File: config.mk
export PLATFORM = sky130hd
export DESIGN_NAME = intr_ctrl
export DESIGN_NICKNAME = d
export VERILOG_FILES = /design/src/rtl/intr_ctrl_pkg.sv /design/src/rtl/intr_ctrl.sv
export SDC_FILE = /design/constraint.sdc
export NUM_CORES = 1
export LEC_CHECK = 0
export ABC_AREA = 1
export CORE_ASPECT_RATIO = 1.5
export CORE_MARGIN = 8
export CORE_UTILIZATION = 45
export CTS_CLUSTER_SIZE = 30
export DETAILED_ROUTE_END_ITERATION = 16
export GPL_TIMING_DRIVEN = 0
export HOLD_SLACK_MARGIN = 0.15
export PLACE_DENSITY = 0.71
export SYNTH_ARGS = -nofsm -noshare
export SYNTH_HDL_FRONTEND = slang
export SYNTH_SLANG_ARGS = --single-unit
File: constraint.sdc
create_clock -name clk -period 1.4 [get_ports clk]
set_input_delay 0.42 -clock clk [delete_from_list [all_inputs] [get_ports clk]]
set_output_delay 0.42 -clock clk [all_outputs]
set_load 0.01 [all_outputs]
File: src/rtl/intr_ctrl_pkg.sv
// Shared types and constants for the CPU interrupt controller.
// Source bit indices match the intr_status bit layout read back through VID_CTRL.
package intr_ctrl_pkg;

  typedef enum logic [1:0] {
    INTR_IDLE    = 2'd0,
    INTR_ASSERT  = 2'd1,
    INTR_HOLDOFF = 2'd2
  } intr_state_t;

  localparam int INTR_NUM         = 4;
  localparam int INTR_PULSE       = 4;
  localparam int INTR_HOLDOFF_LEN = 8;

  localparam int INTR_VIDEO  = 0;
  localparam int INTR_COPPER = 1;
  localparam int INTR_BLIT   = 2;
  localparam int INTR_DRAW   = 3;

  // Counter must hold the larger of the two load values, and is never narrower than 1 bit.
  function automatic int intr_cnt_w(input int pulse, input int holdoff);
    int m;
    m = (pulse > holdoff) ? pulse : holdoff;
    if (m < 2) m = 2;
    return $clog2(m);
  endfunction

endpackage

File: src/rtl/intr_ctrl.sv
// Sticky interrupt status with mask/clear, driving a stretched CPU interrupt pulse
// of fixed width followed by a minimum low hold-off before any re-assertion.
module intr_ctrl
  import intr_ctrl_pkg::*;
#(
  parameter int NUM_INTR       = INTR_NUM,
  parameter int PULSE_CYCLES   = INTR_PULSE,
  parameter int HOLDOFF_CYCLES = INTR_HOLDOFF_LEN
) (
  input  logic                clk,
  input  logic                reset_i,
  input  logic [NUM_INTR-1:0] intr_signal_i,
  input  logic [NUM_INTR-1:0] intr_mask_i,
  input  logic [NUM_INTR-1:0] intr_clear_i,
  output logic [NUM_INTR-1:0] intr_status_o,
  output logic                intr_pending_o,
  output logic                bus_intr_o
);

  localparam int CNT_W = intr_cnt_w(PULSE_CYCLES, HOLDOFF_CYCLES);
  localparam logic [CNT_W-1:0] PULSE_LOAD = CNT_W'(PULSE_CYCLES - 1);
  localparam logic [CNT_W-1:0] HOLD_LOAD  = CNT_W'((HOLDOFF_CYCLES > 0) ? HOLDOFF_CYCLES - 1 : 0);

  logic [NUM_INTR-1:0] r_status;
  logic [NUM_INTR-1:0] r_mask_q;
  logic                r_pending;
  logic                r_bus;
  logic                r_retrig;
  intr_state_t         r_state;
  logic [CNT_W-1:0]    r_cnt;

  logic [NUM_INTR-1:0] w_status_next;
  logic                w_trigger;
  logic                w_any_active;
  logic                w_go;

  // Set beats clear so an event landing on the same cycle as the CPU ack is kept.
  assign w_status_next = (r_status & ~intr_clear_i) | intr_signal_i;

  // New event on an idle bit, or a mask bit just enabled over an already-pending bit.
  assign w_trigger = |((intr_signal_i & intr_mask_i & ~r_status)
                     | (r_status & ~intr_clear_i & intr_mask_i & ~r_mask_q));

  assign w_any_active = |(w_status_next & intr_mask_i);

  // A remembered retrigger is dropped once the CPU has acked every enabled source.
  assign w_go = w_trigger | (r_retrig & w_any_active);

  always_ff @(posedge clk) begin
    if (reset_i) begin
      r_status  <= '0;
      r_mask_q  <= '0;
      r_pending <= 1'b0;
      r_bus     <= 1'b0;
      r_retrig  <= 1'b0;
      r_state   <= INTR_IDLE;
      r_cnt     <= '0;
    end else begin
      r_status  <= w_status_next;
      r_mask_q  <= intr_mask_i;
      r_pending <= w_any_active;

      case (r_state)
        INTR_IDLE: begin
          r_retrig <= 1'b0;
          if (w_go) begin
            r_state <= INTR_ASSERT;
            r_cnt   <= PULSE_LOAD;
            r_bus   <= 1'b1;
          end
        end

        INTR_ASSERT: begin
          if (w_trigger) r_retrig <= 1'b1;
          if (r_cnt == '0) begin
            r_bus <= 1'b0;
            // With no hold-off, IDLE still provides the single low cycle between edges.
            if (HOLDOFF_CYCLES > 0) begin
              r_state <= INTR_HOLDOFF;
              r_cnt   <= HOLD_LOAD;
            end else begin
              r_state <= INTR_IDLE;
            end
          end else begin
            r_cnt <= r_cnt - 1'b1;
          end
        end

        INTR_HOLDOFF: begin
          if (r_cnt == '0) begin
            r_retrig <= 1'b0;
            if (w_go) begin
              r_state <= INTR_ASSERT;
              r_cnt   <= PULSE_LOAD;
              r_bus   <= 1'b1;
            end else begin
              r_state <= INTR_IDLE;
            end
          end else begin
            if (w_trigger) r_retrig <= 1'b1;
            r_cnt <= r_cnt - 1'b1;
          end
        end

        default: begin
          r_state <= INTR_IDLE;
          r_bus   <= 1'b0;
        end
      endcase
    end
  end

  assign intr_status_o  = r_status;
  assign intr_pending_o = r_pending;
  assign bus_intr_o     = r_bus;

endmodule

==> results.py, run 1 <==
metrics = {
    "clock_network": {
        "numCtsBuffers": 3,
        "clk_pin_slew_worst_paths_ns": 0.09,
        "cts_root_buf": "clkbuf_4",
        "clockBufferDepth": 2,
        "htreeDepth": 1,
        "clk_latency_ns": 0.29,
        "cts_sinks": 16,
        "cts_tree": "built",
    },
    "placed_design": {
        "numPortBuffers": 19,
        "place_inst": 181,
        "gp_congestion": 0.831,
        "dp_hpwl_mm": 1.56,
    },
    "floorplan": {
        "num_rows": 20,
        "start_util_pct": 47.5,
        "die-area_um2": 3900,
        "io_pins": 20,
        "core_area_um2": 2030,
        "die_h_um": 72.6,
        "die_w_um": 53.8,
    },
    "timing": {
        "finalClockSkew_ns": 0.000775,
        "setup_viol": 0,
        "rsz0062_at_grt": "true",
        "worst_pin_slew_ns": 0.507,
        "min_period_ns": 1.38,
        "hold_ws_ns": 0.396,
        "fin_setup_tns_ns": 0,
        "relSlewSlack_pct": 66.2,
        "hold_viol": 0,
        "fin_crit_sh_pct": 98.5,
        "max_clock_freq_mhz": 725,
        "drv_slew": 0,
    },
    "yosys": {
        "ys_warn_count": 0,
        "synth_compound_area_share_pct": 14.0,
        "synth_top_cells_by_count": "inv_1, nand2_1, dfxtp_1, nor2_1, a21oi_1",
        "synth_top_family_by_area": "simple AND/OR/NAND/NOR gates",
        "yosysSeqAreaShare_pct": 33.3,
        "ys_ff_latch": 16,
        "ys.flop_type": "dfxtp_1",
        "yosys.area_share.simple_pct": 31.5,
        "synth_mux_area_share_pct": 0,
        "ys_types": 21,
        "yosysTopAreaCell": "dfxtp_1",
        "synth_edf_count": 0,
        "netlist_instances": 140,
        "synthesis.area_um2": 962,
        "synth-xor-area-share_pct": 0.910,
        "synth_most_common_cell": "inv_1",
        "synth_area_leaders": "dfxtp_1, inv_1, nand2_1, ha_1, nor2_1",
        "netlist.area_leader.share_pct": 33.3,
        "async_flop_share_pct": 0,
        "avgSynthCellArea_um2": 6.87,
        "synth_fa_ha_area_share_pct": 7.80,
        "synth_fp_nets": 160,
    },
    "detailed_routing": {
        "drc_errors": 0,
        "dr.pass1.iters": 4,
        "num_vias": 1026,
        "final_antenna_net_count": 0,
        "wl_mm": 2.59,
        "wl_per_cell_um": 12.4,
        "viasPerCell": 4.91,
        "drt-initial-drc-count": 12,
    },
    "power_and_ir_drop": {
        "ir_drop_uv": 1060,
        "power.density_nw_per_um2": 1670,
        "leakage_nw": 0.765,
        "finalPower_mw": 2.50,
    },
    "layout": {
        "diodes": 0,
        "syn_to_final_growth_pct": 55.8,
        "final_util_pct": 74.0,
        "finalNetCount": 209,
        "multi_input_comb_area_um2": 622,
        "fillerInstances": 172,
        "seqCellArea_um2": 333,
        "fin_cells": 209,
        "drive_gt1_share_pct": 39.6,
    },
    "setup_path": {
        "r2r_start": "r_state[0]$_SDFFE_PP0P_",
        "cp_max_fo": 4,
        "crit_type": "flop to flop",
        "start_kind": "flop",
        "worst_ep_arrival_time_ns": 1.56,
        "crit_required_ns": 1.58,
        "endpoint_kind": "flop",
        "crit_start": "r_state[0]$_SDFFE_PP0P_",
    },
    "grt": {
        "grt_pass1_wl_mm": 3.80,
        "grt_pass1_vias": 968,
        "overflow": 0,
        "grtUsageTotal_pct": 12.6,
        "antenna_found_initial": 0,
        "grt_max_degree": 11,
    },
    "min_path": {
        "min_from": "intr_mask_i[1]",
        "hold_class": "input port to flop",
    },
    "job": {
        "maxCapViolations": 0,
    },
    "outcome": {
        "status": "finished, final reports clean",
    },
}
[flip-flops by register name (all words and copies together) (netlist names)]
signal	count
intr_status_o	4
intr_pending_o	1
r_retrig	1
r_state	2
r_cnt	3
bus_intr_o	1
r_mask_q	4
[stage by stage]
step                area [µm²]  setup WS (ns)
floorplan                  962         0.0271
global placement          1180         -0.440
detailed placement        1180         -0.452
CTS                       1400        0.00345
global route              1500        -0.0434
finish                    1500         0.0213
[power breakdown]
| group | switching, mW | internal, mW | leakage, nW | total [mW] |
|---|---|---|---|---|
| clock network | 0.150 | 0.100 | 0.0138 | 0.250 |
| logic | 0.861 | 0.730 | 0.616 | 1.59 |
| registers | 0.0860 | 0.575 | 0.135 | 0.661 |
[metal layers]
layer	vias up	GRT usage [%]	part of all wire [%]
met2	23	22.9	58
met3	8	2.86	5.9
li1	523	-	-
met5	-	0	0
met4	0	7.61	2.3
met1	472	11.8	34
[cell families (layout without fill, tap and decap cells)]
| family | after synthesis | after routing |
|---|---|---|
| fa+ha+maj | 6 | 6 |
| xor+xnor | 1 | 1 |
| simple gates | 64 | 64 |
| buf+inv | 32 | 79 |
| flops | 16 | 16 |
| compound gates | 21 | 21 |
[timing repair]
action                     in CTS  in global routing
pin swaps                      12                 14
resized for setup              35                 30
hold buffers                    0                  0
setup endpoints to repair      13                  9
cloned                          0                  0
setup buffers                  22                  3
[worst paths after layout]
check                           cells after the start  slack, ns                       to
worst max-delay path                               10       0.02    r_cnt[0]$_SDFFE_PP0P_
worst min-delay path                                3       0.40   r_mask_q[1]$_SDFF_PP0_
worst max register to register                     10       0.02    r_cnt[0]$_SDFFE_PP0P_
worst min register to register                      2       0.46  bus_intr_o$_SDFFE_PP0P_
[worst max-delay path, stage by stage, from the launching register on]
cell and delay, ns:
dfxtp_4 0.37, buf_6 0.13, ha_4 0.18, nor2_4 0.10
nor2_2 0.05, inv_2 0.07, nor2_4 0.04, inv_2 0.06
nand2_2 0.06, o21ai_2 0.15, a21oi_2 0.06
[cell type report]
class,count,area share [%]
multi-input combinational,92,41.5
timing repair buffer,44,24.5
sequential,16,22.2
inverter,31,8.26
tap,22,1.84
clock buffer,3,1.50
buffer,1,0.250
[cell usage in the layout (no fill, tap or decap)]
master and n:
dlygate4sd2_1 16, ha_4 4, nor2_2 1, nand2_4 2
inv_2 7, inv_1 21, nand4_1 2, xor2_1 1
nand2_1 24, o21ai_1 1, a21oi_2 2, clkbuf_4 3
a31oi_1 1, nand3b_1 2, o21ai_2 1, ha_1 2
clkdlybuf4s50_1 1, buf_4 24, dfxtp_4 1, dlymetal6s2s_1 2
buf_6 1, nor2_1 12, o21ai_0 4, nand3_1 5
nand2_2 10, nor2_4 5, a21oi_1 9, nand3_2 1
o21ai_4 2, clkbuf_1 1, a211oi_1 1, dfxtp_1 8
dfxtp_2 7, inv_4 3
Note: power is estimated with default switching activity, not from simulation.
==> inputs of run 2 (changes only) <==
CTS_CLUSTER_DIAMETER = 60   (was default)
==> results of run 2 <==
No change in the layout: final DEF, timing and power equal those of run 1.
==> inputs of run 3 (changes only) <==
SLEW_MARGIN = 20   (was default)
==> results of run 3 <==
No change in the layout: final DEF, timing and power equal those of run 1.
